[src/rtl/fsm_host_ctrl_pkg.sv]
// Shared types and constants for the host-side sequencer of the 16-bit-bus float engine.
package fsm_host_ctrl_pkg;

    typedef enum logic [2:0] {
        IDLE,
        RST_DP,
        LOAD,
        WAIT_LOW,
        COLLECT,
        FINISH
    } state_t;

    localparam logic [2:0] ST_OK      = 3'd0;
    localparam logic [2:0] ST_ERR01   = 3'd1;
    localparam logic [2:0] ST_ERR10   = 3'd2;
    localparam logic [2:0] ST_ERR11   = 3'd3;
    localparam logic [2:0] ST_TIMEOUT = 3'd4;
    localparam logic [2:0] ST_OVF     = 3'd5;

    // Half-words streamed to the engine per command: a_hi, a_lo, b_hi, b_lo
    localparam int ENG_WORDS = 4;

    typedef struct packed {
        logic        last;
        logic [31:0] data;
    } res_entry_t;

    function automatic logic [15:0] op_word(input logic [31:0] a, input logic [31:0] b,
                                            input logic [1:0] idx);
        case (idx)
            2'd0:    return a[31:16];
            2'd1:    return a[15:0];
            2'd2:    return b[31:16];
            default: return b[15:0];
        endcase
    endfunction

    function automatic logic [2:0] err_code(input logic [1:0] err);
        case (err)
            2'b01:   return ST_ERR01;
            2'b10:   return ST_ERR10;
            default: return ST_ERR11;
        endcase
    endfunction

endpackage

[src/rtl/fsm_host_ctrl_res_fifo.sv]
// Result FIFO holding {last,data}; mark_last retro-tags the newest stored entry on an abort.
module res_fifo
    import fsm_host_ctrl_pkg::*;
#(
    parameter int DEPTH = 4
) (
    input  logic       clk,
    input  logic       reset,
    input  logic       push,
    input  res_entry_t push_data,
    input  logic       pop,
    input  logic       mark_last,
    output res_entry_t head,
    output logic       empty,
    output logic       full
);

    localparam int AW = $clog2(DEPTH);

    res_entry_t      mem [DEPTH];
    logic [AW-1:0]   wr_ptr;
    logic [AW-1:0]   rd_ptr;
    logic [AW-1:0]   tail_ptr;
    logic [AW:0]     count;
    logic            do_push;
    logic            do_pop;

    assign empty    = (count == '0);
    assign full     = (count == (AW+1)'(DEPTH));
    assign do_pop   = pop && !empty;
    // A pop in the same cycle frees the slot, so a push into a full FIFO is legal then
    assign do_push  = push && (!full || do_pop);
    assign tail_ptr = wr_ptr - AW'(1);
    assign head     = mem[rd_ptr];

    always_ff @(posedge clk or negedge reset) begin
        if (!reset) begin
            wr_ptr <= '0;
            rd_ptr <= '0;
            count  <= '0;
            for (int i = 0; i < DEPTH; i++) mem[i] <= '0;
        end else begin
            if (do_push) begin
                mem[wr_ptr] <= push_data;
                wr_ptr      <= wr_ptr + AW'(1);
            end
            if (mark_last && !empty)
                mem[tail_ptr].last <= 1'b1;
            if (do_pop)
                rd_ptr <= rd_ptr + AW'(1);
            case ({do_push, do_pop})
                2'b10:   count <= count + (AW+1)'(1);
                2'b01:   count <= count - (AW+1)'(1);
                default: count <= count;
            endcase
        end
    end

endmodule

[src/rtl/fsm_host_ctrl.sv]
// Host sequencer: resets the engine, streams one operand pair, gathers results into a FIFO,
// and reports how the command ended (count reached, engine error, timeout, overflow).
module fsm_host_ctrl
    import fsm_host_ctrl_pkg::*;
#(
    parameter int MAX_RESULTS = 8,
    parameter int TIMEOUT     = 1024,
    parameter int FIFO_DEPTH  = 4
) (
    input  logic        clk,
    input  logic        reset,
    input  logic        cmd_valid,
    output logic        cmd_ready,
    input  logic [31:0] cmd_a,
    input  logic [31:0] cmd_b,
    output logic        res_valid,
    input  logic        res_ready,
    output logic [31:0] res_data,
    output logic        res_last,
    output logic        done,
    output logic [2:0]  status,
    output logic [15:0] dp_data_in,
    output logic        dp_r_i,
    output logic        dp_reset,
    input  logic        dp_r_o,
    input  logic [1:0]  dp_err,
    input  logic [31:0] dp_data_out
);

    localparam int TW = $clog2(TIMEOUT);

    state_t          state;
    logic [31:0]     a_q;
    logic [31:0]     b_q;
    logic [1:0]      word_idx;
    logic [7:0]      res_cnt;
    logic [TW-1:0]   tmo_cnt;
    logic            r_o_q;

    logic            fifo_empty;
    logic            fifo_full;
    logic            pop;
    logic            push;
    res_entry_t      push_entry;
    res_entry_t      head;

    logic            active;
    logic            strobe;
    logic            err_abort;
    logic            ovf_abort;
    logic            tmo_abort;
    logic            abort;
    logic            last_res;

    always_comb begin
        active     = (state == LOAD) || (state == WAIT_LOW) || (state == COLLECT);
        strobe     = (state == COLLECT) && dp_r_o && !r_o_q;
        pop        = !fifo_empty && res_ready;
        err_abort  = active && (dp_err != 2'b00);
        ovf_abort  = strobe && fifo_full && !pop;
        // A result arriving on the deadline cycle rescues the command
        tmo_abort  = active && !strobe && (tmo_cnt == TW'(TIMEOUT - 1));
        abort      = err_abort || ovf_abort || tmo_abort;
        push       = strobe && !err_abort && !ovf_abort;
        last_res   = ((res_cnt + 8'd1) == 8'(MAX_RESULTS));
        push_entry.last = last_res;
        push_entry.data = dp_data_out;
    end

    assign cmd_ready = (state == IDLE) && fifo_empty;
    assign res_valid = !fifo_empty;
    assign res_data  = head.data;
    assign res_last  = head.last;

    always_ff @(posedge clk or negedge reset) begin
        if (!reset) begin
            state      <= IDLE;
            a_q        <= '0;
            b_q        <= '0;
            word_idx   <= '0;
            res_cnt    <= '0;
            tmo_cnt    <= '0;
            r_o_q      <= 1'b0;
            done       <= 1'b0;
            status     <= ST_OK;
            dp_r_i     <= 1'b0;
            dp_data_in <= '0;
            dp_reset   <= 1'b1;
        end else begin
            r_o_q <= dp_r_o;
            done  <= 1'b0;
            if (active) tmo_cnt <= tmo_cnt + 1'b1;

            unique case (state)
                IDLE: begin
                    dp_reset <= 1'b1;
                    if (cmd_valid && cmd_ready) begin
                        a_q      <= cmd_a;
                        b_q      <= cmd_b;
                        res_cnt  <= '0;
                        word_idx <= '0;
                        tmo_cnt  <= '0;
                        state    <= RST_DP;
                    end
                end
                // Two cycles of engine reset bring it to its load state
                RST_DP: begin
                    if (word_idx[0]) begin
                        word_idx   <= '0;
                        dp_reset   <= 1'b0;
                        dp_r_i     <= 1'b1;
                        dp_data_in <= op_word(a_q, b_q, 2'd0);
                        state      <= LOAD;
                    end else begin
                        word_idx <= 2'd1;
                    end
                end
                LOAD: begin
                    if (word_idx == 2'(ENG_WORDS - 1)) begin
                        dp_r_i     <= 1'b0;
                        dp_data_in <= '0;
                        tmo_cnt    <= '0;
                        state      <= WAIT_LOW;
                    end else begin
                        word_idx   <= word_idx + 2'd1;
                        dp_data_in <= op_word(a_q, b_q, word_idx + 2'd1);
                    end
                end
                WAIT_LOW: begin
                    if (!dp_r_o) state <= COLLECT;
                end
                COLLECT: begin
                    if (strobe) tmo_cnt <= '0;
                    if (push) begin
                        res_cnt <= res_cnt + 8'd1;
                        if (last_res) begin
                            state    <= FINISH;
                            done     <= 1'b1;
                            status   <= ST_OK;
                            dp_reset <= 1'b1;
                        end
                    end
                end
                FINISH: begin
                    state <= IDLE;
                end
                default: state <= IDLE;
            endcase

            if (abort) begin
                state      <= FINISH;
                done       <= 1'b1;
                dp_reset   <= 1'b1;
                dp_r_i     <= 1'b0;
                dp_data_in <= '0;
                status     <= err_abort ? err_code(dp_err) : (ovf_abort ? ST_OVF : ST_TIMEOUT);
            end
        end
    end

    res_fifo #(
        .DEPTH(FIFO_DEPTH)
    ) u_res_fifo (
        .clk      (clk),
        .reset    (reset),
        .push     (push),
        .push_data(push_entry),
        .pop      (pop),
        .mark_last(abort),
        .head     (head),
        .empty    (fifo_empty),
        .full     (fifo_full)
    );

endmodule

[config.mk]
export PLATFORM = sky130hd
export DESIGN_NAME = fsm_host_ctrl
export DESIGN_NICKNAME = d
export VERILOG_FILES = /design/src/rtl/fsm_host_ctrl_pkg.sv /design/src/rtl/fsm_host_ctrl_res_fifo.sv /design/src/rtl/fsm_host_ctrl.sv
export SDC_FILE = /design/constraint.sdc
export NUM_CORES = 1
export LEC_CHECK = 0
export BUFFER_PORTS_ARGS = -buffer_cell sky130_fd_sc_hd__buf_2
export CORE_UTILIZATION = 57
export DETAILED_ROUTE_END_ITERATION = 8
export PLACE_DENSITY_LB_ADDON = 0.3
export SLEW_MARGIN = 30
export SYNTH_ARGS = -nofsm -noshare
export SYNTH_HDL_FRONTEND = slang
export SYNTH_SLANG_ARGS = --single-unit
[constraint.sdc]
create_clock -name clk -period 3.2 [get_ports clk]
set_input_delay 0.16 -clock clk [delete_from_list [all_inputs] [get_ports clk]]
set_output_delay 0.16 -clock clk [all_outputs]
set_load 0.005 [all_outputs]
After elaboration in Yosys (flattened, before gate mapping)
Cells that the tools add are included.
{ "word_totals": {"register_bits": 249, "in_bits": 103, "output_inout_bits": 57, "word_cells": 168} }
{ "op_classes": {"addsub": 8, "magnitude_cmp": 5, "n_eq_ne": 23, "mux": 57, "n_bitwise": 3, "reduce_logical": 49} }
{ "ops": {"columns": ["cell", "n"], "rows": [
  ["$bwmux 132", 2],
  ["$mux 132", 2],
  ["$demux 33 s2", 2],
  ["$mux 33", 4],
  ["$bmux 33 s2", 1],
  ["$mux 16", 3],
  ["$pmux 16 s3", 1],
  ["$mux 10", 4],
  ["$mux 3", 12],
  ["$pmux 16 s2", 1],
  ["$pmux 10 s3", 1],
  ["$logic_and 1x1->1", 17],
  ["$mux 8", 2],
  ["$pmux 8 s2", 1],
  ["$pmux 3 s5", 1],
  ["$mux 1", 13],
  ["$reduce_and 3->1", 4],
  ["$reduce_bool 2->1", 6],
  ["$add 10x1->10 const B", 1],
  ["$eq 10x10->1 const B", 1],
  ["$ge 3x3->1 const B", 3],
  ["$ne 3x1->1 const B", 3],
  ["$ne 3x2->1 const B", 3],
  ["$not 2->3", 3],
  ["29 further kinds", 54]
]} }

Depth between registers and ports, before layout
{ "depth": {"ltp_word": 11, "depth_mapped": 10, "mapped_depth_nobuf": 9} }

Hierarchy
From an unflattened synthesis, not the netlist that was laid out.
{ "hier_totals": {"hier_cells": 811, "area_unflattened_um2": 11538.6} }
{ "by_module_without_submodules": {"columns": ["module", "instances", "cells_each", "area_per_inst_um2", "seq_area_each_um2"], "rows": [
  ["res_fifo", 1, 374, 6413.7, 3478.3],
  ["fsm_host_ctrl", 1, 437, 5124.9, 2753.9]
]} }

Worst setup path before layout
OpenSTA, ideal clock, no wires.
{ "synth_timing": {"path_type": "register to register", "start": "register state[0]", "end": "register u_res_fifo.count[2]", "setup_ps": 125, "arrival_time_ps": 2306, "t_required_ps": 3075, "slack_ps": 769, "path_stages_with_launch": 11, "path_buffers": 1, "period_less_slack_ps": 2431, "path_cell_list": "dfrtp_1 or3b_4 nor4_4 buf_6 inv_1 ha_1 inv_1 fa_1 xor2_1 nor2_1 xor2_1"} }
{ "synth_between": {"elab_chain_len": 10, "word_cells_on_any_way": 19, "cone_classes": "eq/ne (5); mux (1); reduce/logical (13)"} }
{ "synth_lines": {"columns": ["item", "line_no", "source"], "rows": [
  ["start, declared", "fsm_host_ctrl.sv:32", "state_t state;"],
  ["start signal, assigned", "fsm_host_ctrl.sv:77", "state <= IDLE;"],
  ["start signal, assigned", "fsm_host_ctrl.sv:103", "state <= RST_DP;"],
  ["start signal, assigned", "fsm_host_ctrl.sv:113", "state <= LOAD;"],
  ["$eq 3x2->1 / $eq 3x3->1 (equally long branches)", "fsm_host_ctrl.sv:56, fsm_host_ctrl.sv:57", null],
  ["$logic_or 1x1->1 / $logic_and 1x1->1 (equally long branches) (2 in series)", "fsm_host_ctrl.sv:56, fsm_host_ctrl.sv:57", null],
  ["$logic_and 1x1->1 (on tied branches)", "fsm_host_ctrl.sv:59, fsm_host_ctrl.sv:60", null],
  ["$logic_not 1->1 / $logic_and 1x1->1 (equally long branches)", "fsm_host_ctrl.sv:64, fsm_host_ctrl.sv:60", null],
  ["$logic_and 1x1->1 / $logic_not 1->1 (equally long branches)", "fsm_host_ctrl.sv:64", "push = strobe && !err_abort && !ovf_abort;"],
  ["$logic_and 1x1->1 (*)", "fsm_host_ctrl.sv:64", null],
  ["$logic_and 1x1->1 (*)", "fsm_host_ctrl_res_fifo.sv:32", "assign do_push = push && (!full || do_pop);"],
  ["$eq 2x1->1 / $eq 2x2->1 (equally long branches)", "fsm_host_ctrl_res_fifo.sv:51", "case ({do_push, do_pop})"],
  ["$pmux 3 s2 / $reduce_bool 2->1 (equally long branches)", null, null],
  ["end signal, assigned", "fsm_host_ctrl_res_fifo.sv:52", "2'b10: count <= count + (AW+1)'(1);"],
  ["end signal, assigned", "fsm_host_ctrl_res_fifo.sv:53", "2'b01: count <= count - (AW+1)'(1);"],
  ["end signal, assigned", "fsm_host_ctrl_res_fifo.sv:54", "default: count <= count;"],
  ["end, declared", "fsm_host_ctrl_res_fifo.sv:24", "logic [AW:0] count;"]
]} }
Mark *: on every way between the ends. The rest lies on a longest branch, timed or not.
A chain may end at the register's enable or synchronous reset.

Final worst setup path
{ "layout_timing": {"start": "register state[2]", "end": "register status[0]"} }
{ "layout_between": {"elab_chain_len": 9, "word_cells_on_any_way": 26, "cone_classes": "eq/ne (3); mux (3); reduce/logical (20)"} }
{ "layout_lines": {"columns": ["item", "line_no", "source"], "rows": [
  ["$eq 3x3->1 / $eq 3x2->1 (equally long branches)", "fsm_host_ctrl.sv:56, fsm_host_ctrl.sv:57, fsm_host_ctrl.sv:94", null],
  ["$logic_and 1x1->1 / $logic_or 1x1->1 (equally long branches) (2 in series)", "fsm_host_ctrl.sv:57, fsm_host_ctrl.sv:56", null],
  ["$logic_and 1x1->1, or another cell as far along (2 in series)", "fsm_host_ctrl.sv:60", "ovf_abort = strobe && fifo_full && !pop;"],
  ["$logic_or 1x1->1, or another cell as far along", "fsm_host_ctrl.sv:63", "abort = err_abort || ovf_abort || tmo_abort;"],
  ["$logic_or 1x1->1 / $logic_and 1x1->1 (equally long branches)", "fsm_host_ctrl.sv:63, fsm_host_ctrl.sv:64", null],
  ["$reduce_bool 2->1 (no source line)", null, null],
  ["$reduce_and 3->1 (no source line)", null, null],
  ["end signal, assigned", "fsm_host_ctrl.sv:156", "status <= err_abort ? err_code(dp_err) : (ovf_abort ? ST_OVF : ST_TIMEOUT);"],
  ["end, declared", "fsm_host_ctrl.sv:21", "output logic [2:0] status,"]
]} }
Parallel ways exist; a longest one is shown, timed or not.

==> flow_summary.json <==
{
  "status": "finished clean",
  "vias": 7682,
  "crit_type": "flip-flop to flip-flop",
  "routedWlPerCell_um": 19.3,
  "cts_root_buf": "clkbuf_16",
  "multi_input_comb_area_mm2": 0.00470,
  "tns_ns": 0,
  "crit_arrival_ns": 3.40,
  "grt_usage": 0.262,
  "endpoint_kind": "flip-flop",
  "fin_util": 0.745,
  "num-nets-final": 1175,
  "yosysMostFrequentCell": "dfrtp_1",
  "drv_cap": 0,
  "ios": 160,
  "dieArea_mm2": 0.0202,
  "synth_top_area_frac": 0.556,
  "syn_nets": 912,
  "clk_latency_ns": 0.52,
  "hpwl_mm": 14.5,
  "htreeDepth": 1,
  "slew_headroom": 0.415,
  "cts_made_buffers": 26,
  "power.density_mw_per_mm2": 796,
  "syn_inst": 794,
  "path_clk_slew_ns": 0.06,
  "r2r_setup_slack_ns": 0.20,
  "fill_cells": 1180,
  "min_period_ns": 3.00,
  "grt.overflow.total": 0,
  "dpl_worst_slack_ns": 0.690,
  "worst-path-max-fanout": 14,
  "routed_wl_mm": 25.8,
  "clock-sinks": 249,
  "layout.cells.non_filler": 1337,
  "die_y_um": 142,
  "grt_pass1_wl_mm": 41.6,
  "syn_area_per_cell_um2": 14.1,
  "finalHoldViolations": 0,
  "drc": 0,
  "synth_common_cells": "dfrtp_1, mux2_2, nor2_1, mux4_2, nand2_1",
  "layout_setup_ws_ns": 0.200,
  "routed_via_density": 5.75,
  "drv_slew": 0,
  "synth_top_area_cell": "dfrtp_1",
  "yosys_warnings": 0,
  "grt_pass1_vias": 8082,
  "fmax_ghz": 0.333,
  "hold_class": "primary input to flip-flop",
  "synth_seq_cells": 249,
  "min_period_over_period": 0.937,
  "portBuffers": 159,
  "fin_hold_ws_ns": 0.0484,
  "synth_area_mm2": 0.0112,
  "clk_path_buf_depth": 3,
  "start_util": 0.589,
  "synthTopCellsByArea": "dfrtp_1, mux2_2, mux4_2, nor2_1, ha_1",
  "synth_edf_count": 0,
  "cts-resized-gates": 0,
  "die_x_um": 142,
  "firstDrtPassIters": 7,
  "dp_cells": 1188,
  "tightest_slew_ns": 0.878,
  "gp_congestion": 0.809,
  "area_growth_pct": 26.4,
  "grt_setup_unrepaired": "false",
  "yosysSeqAreaShare": 0.558,
  "fp-row-count": 50,
  "drt_iter0_drc": 308,
  "clock_skew_ns": 0.0116,
  "p_leak_uw": 0.00689,
  "synthArstFlopShare": 1.00,
  "ys.flop_type": "dfrtp_1",
  "cp_data_required_time_ns": 3.60,
  "core_mm2": 0.0190,
  "start_kind": "flip-flop",
  "ant_nets": 0,
  "ys_types": 58,
  "hold_buffers": 101,
  "setup_viol": 0,
  "grt_max_degree": 110,
  "drive_gt1_frac": 0.436,
  "peakVddDrop_mv": 0.584,
  "cts_setup_buffers": 0,
  "grt_antenna_before_repair": 2,
  "seq_area_mm2": 0.00623,
  "cts_tree": "built"
}
[cells by family (layout without fill, tap and decap cells)]
family,after synthesis,count (layout),share of synthesized area
xor gates and xnor gates,17,17,0.0133
and+or+nand+nor,130,130,0.0580
buffers and inverters,56,336,0.0223
other,0,3,0
adders and majority gates,15,15,0.0175
DFF,249,249,0.558
AOI/OAI and AO/OA,97,97,0.0661
muxes,230,230,0.265
[final timing paths]
| kind | from | to | cells past startpoint |
|---|---|---|---|
| setup / recovery | state[2] | status[0] | 7 |
| hold / removal | res_ready | u_res_fifo.rd_ptr[0] | 3 |
| setup reg to reg | state[2] | status[0] | 7 |
| hold reg to reg | status[1] | status[1] | 1 |
| max in group asynchronous | reset | a_q[8] | 3 |
| min in group asynchronous | reset | asynchronous set/reset pin | 2 |
[cells in the final DEF (no fill, tap or decap), drive strengths merged, types with 14 or more instances in the layout]
cell / instances
a21oi: 19
a221o: 14
a222oi: 16
buf: 178
clkbuf: 39
dfrtp: 248
dlygate4sd3: 101
ha: 14
mux2: 195
mux4: 33
nand2: 35
nor2: 51
o21ai: 19
[layout make-up]
cell class,instances,share of cell area
Clock buffer,39,0.0567
Timing Repair Buffer,279,0.141
Antenna cell,3,0.000532
Clock inverter,6,0.00213
Tap cell,260,0.0230
Sequential cell,249,0.441
Multi-Input combinational cell,489,0.333
Inverter,12,0.00319
[worst max-delay path, stage by stage (launching register included)]
cell           delay [ns]
dfrtp_1              0.58
nor3b_2              0.44
o2111ai_2            0.28
o211ai_2             0.27
buf_4                0.25
o21ba_2              0.23
a221o_1              0.29
dlygate4sd3_1        0.55
[per-stage QoR]
step,total power (uW),area (um2)
after global routing,11900,14100
final,11200,14100
after floorplan,7110,11200
after detailed placement,8160,12300
after global placement,8030,12300
after CTS,11200,14100
[power breakdown]
group	internal (uW)	switching, uW	leakage, uW	total, uW
logic	1870	1620	0.00319	3490
registers	4140	713	0.00328	4860
clock network	1710	1190	0.000418	2900
total	7720	3520	0.00689	11200
[per-layer routing]
layer	up-vias	part of all wire	GRT usage	wire length [um]
met3	42	0.061	0.0548	1580
li1	3467	-	-	-
met1	3901	0.42	0.344	10800
met2	272	0.50	0.441	12800
met5	-	0	0	0
met4	0	0.023	0.0815	580
(Power assumes the default switching activity.)
